**src/rtl/alu_pkg.sv**
```systemverilog
// Shared definitions for the multicycle ALU: opcode numbering and FSM states.
package alu_pkg;

    localparam int unsigned OP_ADD = 0;
    localparam int unsigned OP_SUB = 1;
    localparam int unsigned OP_AND = 2;
    localparam int unsigned OP_OR  = 3;
    localparam int unsigned OP_SLL = 4;
    localparam int unsigned OP_SRA = 5;
    localparam int unsigned OP_MUL = 6;
    localparam int unsigned OP_DIV = 7;

    typedef enum logic [1:0] {
        IDLE,
        BUSY,
        DONE
    } state_t;

endpackage

```
**src/rtl/alu_iter_core.sv**
```systemverilog
// Shared iterative datapath: WIDTH-step shift-add multiply or restoring divide
// on operand magnitudes, with the sign applied when the last step completes.
module alu_iter_core #(
    parameter int WIDTH = 32
) (
    input  logic             clock,
    input  logic             reset,
    input  logic             start,
    input  logic             is_div,
    input  logic [WIDTH-1:0] a,
    input  logic [WIDTH-1:0] b,
    output logic             done,
    output logic [WIDTH-1:0] result,
    output logic             mul_ovf
);

    localparam int CNT_W = $clog2(WIDTH);

    logic               busy;
    logic               div_mode;
    logic               negate;
    logic [CNT_W-1:0]   count;
    logic [WIDTH-1:0]   acc;
    logic [WIDTH-1:0]   mq;
    logic [WIDTH-1:0]   mag_b;
    logic [WIDTH-1:0]   acc_nxt;
    logic [WIDTH-1:0]   mq_nxt;
    logic [WIDTH:0]     sum;
    logic [WIDTH:0]     shifted;
    logic [WIDTH:0]     diff;
    logic [2*WIDTH-1:0] mag;
    logic [2*WIDTH-1:0] signed_full;

    function automatic logic [WIDTH-1:0] magnitude(input logic [WIDTH-1:0] v);
        return v[WIDTH-1] ? (~v + 1'b1) : v;
    endfunction

    // acc holds the product high half (MUL) or the partial remainder (DIV);
    // mq holds the multiplier bits (MUL) or the dividend/quotient bits (DIV).
    always_comb begin
        sum     = {1'b0, acc} + {1'b0, mag_b};
        shifted = {acc, mq[WIDTH-1]};
        diff    = shifted - {1'b0, mag_b};
        acc_nxt = acc;
        mq_nxt  = mq;
        if (div_mode) begin
            if (shifted >= {1'b0, mag_b}) begin
                acc_nxt = diff[WIDTH-1:0];
                mq_nxt  = {mq[WIDTH-2:0], 1'b1};
            end else begin
                acc_nxt = shifted[WIDTH-1:0];
                mq_nxt  = {mq[WIDTH-2:0], 1'b0};
            end
        end else if (mq[0]) begin
            acc_nxt = sum[WIDTH:1];
            mq_nxt  = {sum[0], mq[WIDTH-1:1]};
        end else begin
            acc_nxt = {1'b0, acc[WIDTH-1:1]};
            mq_nxt  = {acc[0], mq[WIDTH-1:1]};
        end
    end

    // The result is taken from the post-iteration values so the owner can
    // register it on the same edge as the final step.
    always_comb begin
        done        = busy && (count == CNT_W'(WIDTH - 1));
        mag         = div_mode ? {{WIDTH{1'b0}}, mq_nxt} : {acc_nxt, mq_nxt};
        signed_full = negate ? (~mag + 1'b1) : mag;
        result      = signed_full[WIDTH-1:0];
        mul_ovf     = !div_mode &&
                      !((&signed_full[2*WIDTH-1:WIDTH-1]) || !(|signed_full[2*WIDTH-1:WIDTH-1]));
    end

    always_ff @(posedge clock or negedge reset) begin
        if (!reset) begin
            busy     <= 1'b0;
            div_mode <= 1'b0;
            negate   <= 1'b0;
            count    <= '0;
            acc      <= '0;
            mq       <= '0;
            mag_b    <= '0;
        end else if (start) begin
            busy     <= 1'b1;
            div_mode <= is_div;
            negate   <= a[WIDTH-1] ^ b[WIDTH-1];
            count    <= '0;
            acc      <= '0;
            mq       <= magnitude(a);
            mag_b    <= magnitude(b);
        end else if (busy) begin
            acc   <= acc_nxt;
            mq    <= mq_nxt;
            count <= count + 1'b1;
            if (done) begin
                busy <= 1'b0;
            end
        end
    end

endmodule

```
**src/rtl/alu_multicycle.sv**
```systemverilog
// Multicycle ALU with valid/ready on both sides: single-cycle fast ops plus
// WIDTH-cycle signed MUL/DIV, all results and flags held in output registers.
module alu_multicycle
    import alu_pkg::*;
#(
    parameter int WIDTH   = 32,
    parameter int SHAMT_W = $clog2(WIDTH),
    parameter int OPC_W   = 5
) (
    input  logic               clock,
    input  logic               reset,
    input  logic               in_valid,
    output logic               in_ready,
    input  logic [WIDTH-1:0]   data_operandA,
    input  logic [WIDTH-1:0]   data_operandB,
    input  logic [OPC_W-1:0]   ctrl_ALUopcode,
    input  logic [SHAMT_W-1:0] ctrl_shiftamt,
    output logic               out_valid,
    input  logic               out_ready,
    output logic [WIDTH-1:0]   data_result,
    output logic               isNotEqual,
    output logic               isLessThan,
    output logic               overflow,
    output logic               exception
);

    localparam logic [OPC_W-1:0] OPC_SUB = OPC_W'(OP_SUB);
    localparam logic [OPC_W-1:0] OPC_AND = OPC_W'(OP_AND);
    localparam logic [OPC_W-1:0] OPC_OR  = OPC_W'(OP_OR);
    localparam logic [OPC_W-1:0] OPC_SLL = OPC_W'(OP_SLL);
    localparam logic [OPC_W-1:0] OPC_SRA = OPC_W'(OP_SRA);
    localparam logic [OPC_W-1:0] OPC_MUL = OPC_W'(OP_MUL);
    localparam logic [OPC_W-1:0] OPC_DIV = OPC_W'(OP_DIV);
    localparam logic [WIDTH-1:0] MIN_VAL = {1'b1, {(WIDTH-1){1'b0}}};

    state_t           state;
    state_t           state_nxt;
    logic             accept;
    logic             is_iter_in;
    logic             is_div_in;
    logic [WIDTH-1:0] op_a;
    logic [WIDTH-1:0] op_b;
    logic             op_div;
    logic [WIDTH-1:0] fast_sum;
    logic [WIDTH-1:0] fast_diff;
    logic [WIDTH-1:0] fast_result;
    logic             fast_ovf;
    logic [WIDTH-1:0] iter_result;
    logic             iter_ovf;
    logic             iter_exc;
    logic             core_done;
    logic [WIDTH-1:0] core_result;
    logic             core_mul_ovf;

    assign accept     = in_valid && in_ready;
    assign is_div_in  = (ctrl_ALUopcode == OPC_DIV);
    assign is_iter_in = (ctrl_ALUopcode == OPC_MUL) || is_div_in;

    alu_iter_core #(
        .WIDTH(WIDTH)
    ) u_core (
        .clock   (clock),
        .reset   (reset),
        .start   (accept && is_iter_in),
        .is_div  (is_div_in),
        .a       (data_operandA),
        .b       (data_operandB),
        .done    (core_done),
        .result  (core_result),
        .mul_ovf (core_mul_ovf)
    );

    always_ff @(posedge clock or negedge reset) begin
        if (!reset) begin
            state <= IDLE;
        end else begin
            state <= state_nxt;
        end
    end

    always_comb begin
        state_nxt = state;
        case (state)
            IDLE:    if (accept)    state_nxt = is_iter_in ? BUSY : DONE;
            BUSY:    if (core_done) state_nxt = DONE;
            DONE:    if (out_ready) state_nxt = IDLE;
            default: state_nxt = IDLE;
        endcase
    end

    // Unlisted opcodes, including MUL/DIV on this path, fall through to ADD.
    always_comb begin
        fast_sum    = data_operandA + data_operandB;
        fast_diff   = data_operandA - data_operandB;
        fast_result = fast_sum;
        fast_ovf    = (data_operandA[WIDTH-1] == data_operandB[WIDTH-1]) &&
                      (fast_sum[WIDTH-1] != data_operandA[WIDTH-1]);
        case (ctrl_ALUopcode)
            OPC_SUB: begin
                fast_result = fast_diff;
                fast_ovf    = (data_operandA[WIDTH-1] != data_operandB[WIDTH-1]) &&
                              (fast_diff[WIDTH-1] != data_operandA[WIDTH-1]);
            end
            OPC_AND: begin
                fast_result = data_operandA & data_operandB;
                fast_ovf    = 1'b0;
            end
            OPC_OR: begin
                fast_result = data_operandA | data_operandB;
                fast_ovf    = 1'b0;
            end
            OPC_SLL: begin
                fast_result = data_operandA << ctrl_shiftamt;
                fast_ovf    = 1'b0;
            end
            OPC_SRA: begin
                fast_result = $signed(data_operandA) >>> ctrl_shiftamt;
                fast_ovf    = 1'b0;
            end
            default: ;
        endcase
    end

    always_comb begin
        iter_result = core_result;
        iter_ovf    = 1'b0;
        iter_exc    = 1'b0;
        if (op_div) begin
            if (op_b == '0) begin
                iter_result = '0;
                iter_exc    = 1'b1;
            end else if ((op_a == MIN_VAL) && (op_b == '1)) begin
                iter_result = MIN_VAL;
                iter_ovf    = 1'b1;
            end
        end else begin
            iter_ovf = core_mul_ovf;
        end
    end

    // Handshake flags track the next state so they come up registered and
    // stay low for as long as reset is held.
    always_ff @(posedge clock or negedge reset) begin
        if (!reset) begin
            in_ready    <= 1'b0;
            out_valid   <= 1'b0;
            data_result <= '0;
            isNotEqual  <= 1'b0;
            isLessThan  <= 1'b0;
            overflow    <= 1'b0;
            exception   <= 1'b0;
            op_a        <= '0;
            op_b        <= '0;
            op_div      <= 1'b0;
        end else begin
            in_ready  <= (state_nxt == IDLE);
            out_valid <= (state_nxt == DONE);
            if (accept) begin
                op_a   <= data_operandA;
                op_b   <= data_operandB;
                op_div <= is_div_in;
                if (!is_iter_in) begin
                    data_result <= fast_result;
                    isNotEqual  <= (data_operandA != data_operandB);
                    isLessThan  <= ($signed(data_operandA) < $signed(data_operandB));
                    overflow    <= fast_ovf;
                    exception   <= 1'b0;
                end
            end else if ((state == BUSY) && core_done) begin
                data_result <= iter_result;
                isNotEqual  <= (op_a != op_b);
                isLessThan  <= ($signed(op_a) < $signed(op_b));
                overflow    <= iter_ovf;
                exception   <= iter_exc;
            end
        end
    end

endmodule

```
**config.mk**
```make
export PLATFORM = sky130hd
export DESIGN_NAME = alu_multicycle
export DESIGN_NICKNAME = d
export VERILOG_FILES = /design/src/rtl/alu_pkg.sv /design/src/rtl/alu_iter_core.sv /design/src/rtl/alu_multicycle.sv
export SDC_FILE = /design/constraint.sdc
export NUM_CORES = 1
export LEC_CHECK = 0
export CAP_MARGIN = 20
export CORE_MARGIN = 2
export CORE_UTILIZATION = 45
export DETAILED_ROUTE_END_ITERATION = 10
export GPL_TIMING_DRIVEN = 0
export HOLD_SLACK_MARGIN = 0.15
export PLACE_DENSITY_LB_ADDON = 0.2
export SLEW_MARGIN = 20
export SYNTH_ARGS = -nofsm -noshare
export SYNTH_HDL_FRONTEND = slang
export SYNTH_HIERARCHICAL = 1
export SYNTH_SLANG_ARGS = --single-unit
```
**constraint.sdc**
```tcl
create_clock -name clock -period 6.6 [get_ports clock]
set_input_delay 1.98 -clock clock [delete_from_list [all_inputs] [get_ports clock]]
set_output_delay 1.98 -clock clock [all_outputs]
set_load 0.01 [all_outputs]
```
==> results.cfg <==
[status]
status = complete, no violations

[sta]
setup_ws_ps = 80.2
holdWs_ps = 486
fmax_ghz = 0.153
slew_headroom_pct = 17.4
drv_slew = 0
fin_crit_ps = 6520
worstMarginPinSlew_ps = 1230
finalCritPeriodShare_pct = 98.8
fin_skew_ps = 22.3
setup_viol = 0
hold_violations = 0

[global_routing]
antenna_found_initial = 10
grt_pass1_vias = 28300
overflow = 0
grt_max_degree = 94
grt_pass1_wl_microns = 188000
gr-usage-all-layers_pct = 42.0

[worst_setup_path]
r2r_cells = 18
crit_type = input port to flip-flop
r2r_setup_slack_ps = 170
cp_max_fo = 15
cp-start-kind = input port
r2r_end = overflow
endpoint_kind = flip-flop
cp.required_ps = 7030
worst-endpoint-arrival_ps = 6950
cp-startpoint = data_operandA[13]
timing.rr.start = u_core/div_mode

[routing]
drc_errors = 0
drt-total-wl_microns = 129000
ant_nets = 0
via_count = 29900
dr.pass1.iters = 6
detail_route.wl_per_cell_microns = 29.2
drt-vias-per-instance = 6.76
drtIter0Drc = 3840

[placement]
place_hpwl_microns = 102000
port_buffers = 110
pre_cts_slack_ps = -357
gp_congestion = 1.10

[floorplan]
core_area_sq_mm = 0.0575
initial_utilization_pct = 45.3
die-area_sq_mm = 0.0599
io-pin-count = 116
die_h_microns = 245
row_count = 88
die_w_microns = 245

[clock_network]
cts_hold_buf = 0
root_buffer = clkbuf_16
clk_pin_slew_worst_paths_ps = 70
clock_latency_ps = 600
cts.htree.levels = 1
cts_tree = done
clock-sinks = 209
cts_max_path_buffers = 3
cts_buffers = 27

[yosys]
synth_fp_nets = 3771
synth_edf_count = 0
async_flop_share_pct = 100
postSynthCellCount = 3493
synth_area_leaders = dfrtp_1 20%, ha_1 9.4%, a21oi_1 6.0%
synth_xor_area_share_pct = 5.48
synth-adder-area-share_pct = 9.72
synth_top_family_by_area = compound AO/OA/AOI/OAI gates
yosysTopAreaCellShare_pct = 20.1
ys_seq_area_share_pct = 20.1
netlist_area_sq_mm = 0.0261
syn_avg_cell_area_sq_um = 7.46
synth_ff_type = dfrtp_1
synthDistinctLibCells = 97
synth-compound-area-share_pct = 27.2
synth_warnings = 6
synth_top_cell_by_area = dfrtp_1
muxShareOfSynthArea_pct = 9.43
ys_ff_latch = 209
synth_simple_gate_area_share_pct = 21.6

[layout]
layout-drive-gt1-share_pct = 5.72
layout_commonest_cell = nand2_1
final_cell_mix = 371 x nand2_1, 350 x nor2_1, 313 x a21oi_1, 308 x o21ai_0, 211 x inv_1
area_growth_pct = 11.9
finish.net_count = 3913

[power_and_ir_drop]
power_mw = 13.7
max-vdd-ir-drop_mv = 0.252
p_leak_nw = 11.9
power.density_mw_per_mm2 = 468

[hold_path]
worst_hold_path_type = flip-flop to flip-flop
hold_depth = 1
hp-start = state[1]
min_to = state[0]

[job]
cap_violations = 0
## state kept, by name (all words and copies together) (netlist names), 2 cells and up
signal,cells
data_result,32
op_a,32
op_b,32
state,2
u_core/acc,32
u_core/count,5
u_core/mag_b,32
u_core/mq,32
## per-layer routing
| layer | track usage [%] | routed length (microns) | vias up |
|---|---|---|---|
| li1 | - | - | 13100 |
| met1 | 52.9 | 49100 | 14300 |
| met2 | 65.1 | 56000 | 1947 |
| met3 | 10.1 | 14200 | 475 |
| met4 | 25.8 | 9660 | 6 |
| met5 | 0 | 37 | - |
## worst max-delay path, cell delays in order
cell             delay [ps]
clkdlybuf4s50_1        1210
inv_1                   490
ha_1                    430
clkbuf_1                400
nor2_1                  170
nand3_1                 190
nor2_1                   80
a32oi_1                 330
a211oi_1                150
a211oi_1                290
xnor2_1                 150
a221oi_1                990
nor3_2                   50
## power by group
part / switching (mW) / internal [mW]
sequential: 0.753 / 1.86
clock: 0.672 / 0.903
combinational: 6.13 / 3.34
## repair_timing
item,CTS,global route
pin swaps,0,1
resized for setup,1,10
endpoints found under the hold margin,0,0
setup endpoints to repair,1,2
buffers inserted,0,1
## worst max-delay path by stage
stage | end | slack (ps) | cells past startpoint
final | data_result[25] | 80 | 13
after global routing | overflow | -4 | 20
after CTS | overflow | 40 | 20
after detailed placement | data_result[27] | -360 | 13
after global placement | u_core/acc[15] | -6120 | 1
after floorplan | u_core/mag_b[29] | 990 | 12
## cells by family after synthesis
family / count (synthesis)
AO/OA/AOI/OAI: 1122
XOR/XNOR: 163
adder cells (fa/ha/maj): 200
buffers and inverters: 433
flip-flops: 209
multiplexers: 170
AND/OR/NAND/NOR: 1196
## metrics by stage
| stage | cells | area (sq um) | TNS, ps | util [%] |
|---|---|---|---|---|
| after CTS | 4419 | 29100 | 0 | 50.7 |
| after detailed placement | 4370 | 28200 | -685 | 49.1 |
| after floorplan | 3493 | 26100 | 0 | - |
| final | 4422 | 29200 | 0 | 50.7 |
| after global placement | 4368 | 28100 | -1276410 | 48.9 |
| after global routing | 4420 | 29200 | -3.84 | 50.7 |
## synth_stat cells, drive strengths merged (10+ instances only)
library cell	number
nand2	371
clkbuf	156
mux4	59
and4	10
o21ai	332
or3	42
or4	24
dfrtp	209
nor2	351
o211ai	46
o22ai	16
or2	16
inv	212
a22oi	12
o21bai	22
nor2b	19
xor2	92
o221ai	13
and2	13
o311ai	12
a21oi	313
a221oi	30
o41ai	15
nand3	74
nor3	105
nand4	42
a311oi	18
a21o	43
a31oi	31
xnor2	71
nand2b	25
ha	196
o31ai	36
a211oi	60
o2111ai	12
buf	62
o21a	21
mux2i	97
nor4	46
mux2	14
and3	25
o211a	10
## cell type report
class / instances / area [sq um]
timing repair buffer: 113 / 1170
buffer: 219 / 901
antenna: 2 / 5.00
inverter: 214 / 807
sequential: 209 / 5230
multi-input combinational: 2851 / 19200
clock inverter: 15 / 166
fill: 5876 / 28300
tap: 765 / 957
clock buffer: 34 / 732
Power figures use the tool's default switching activity.
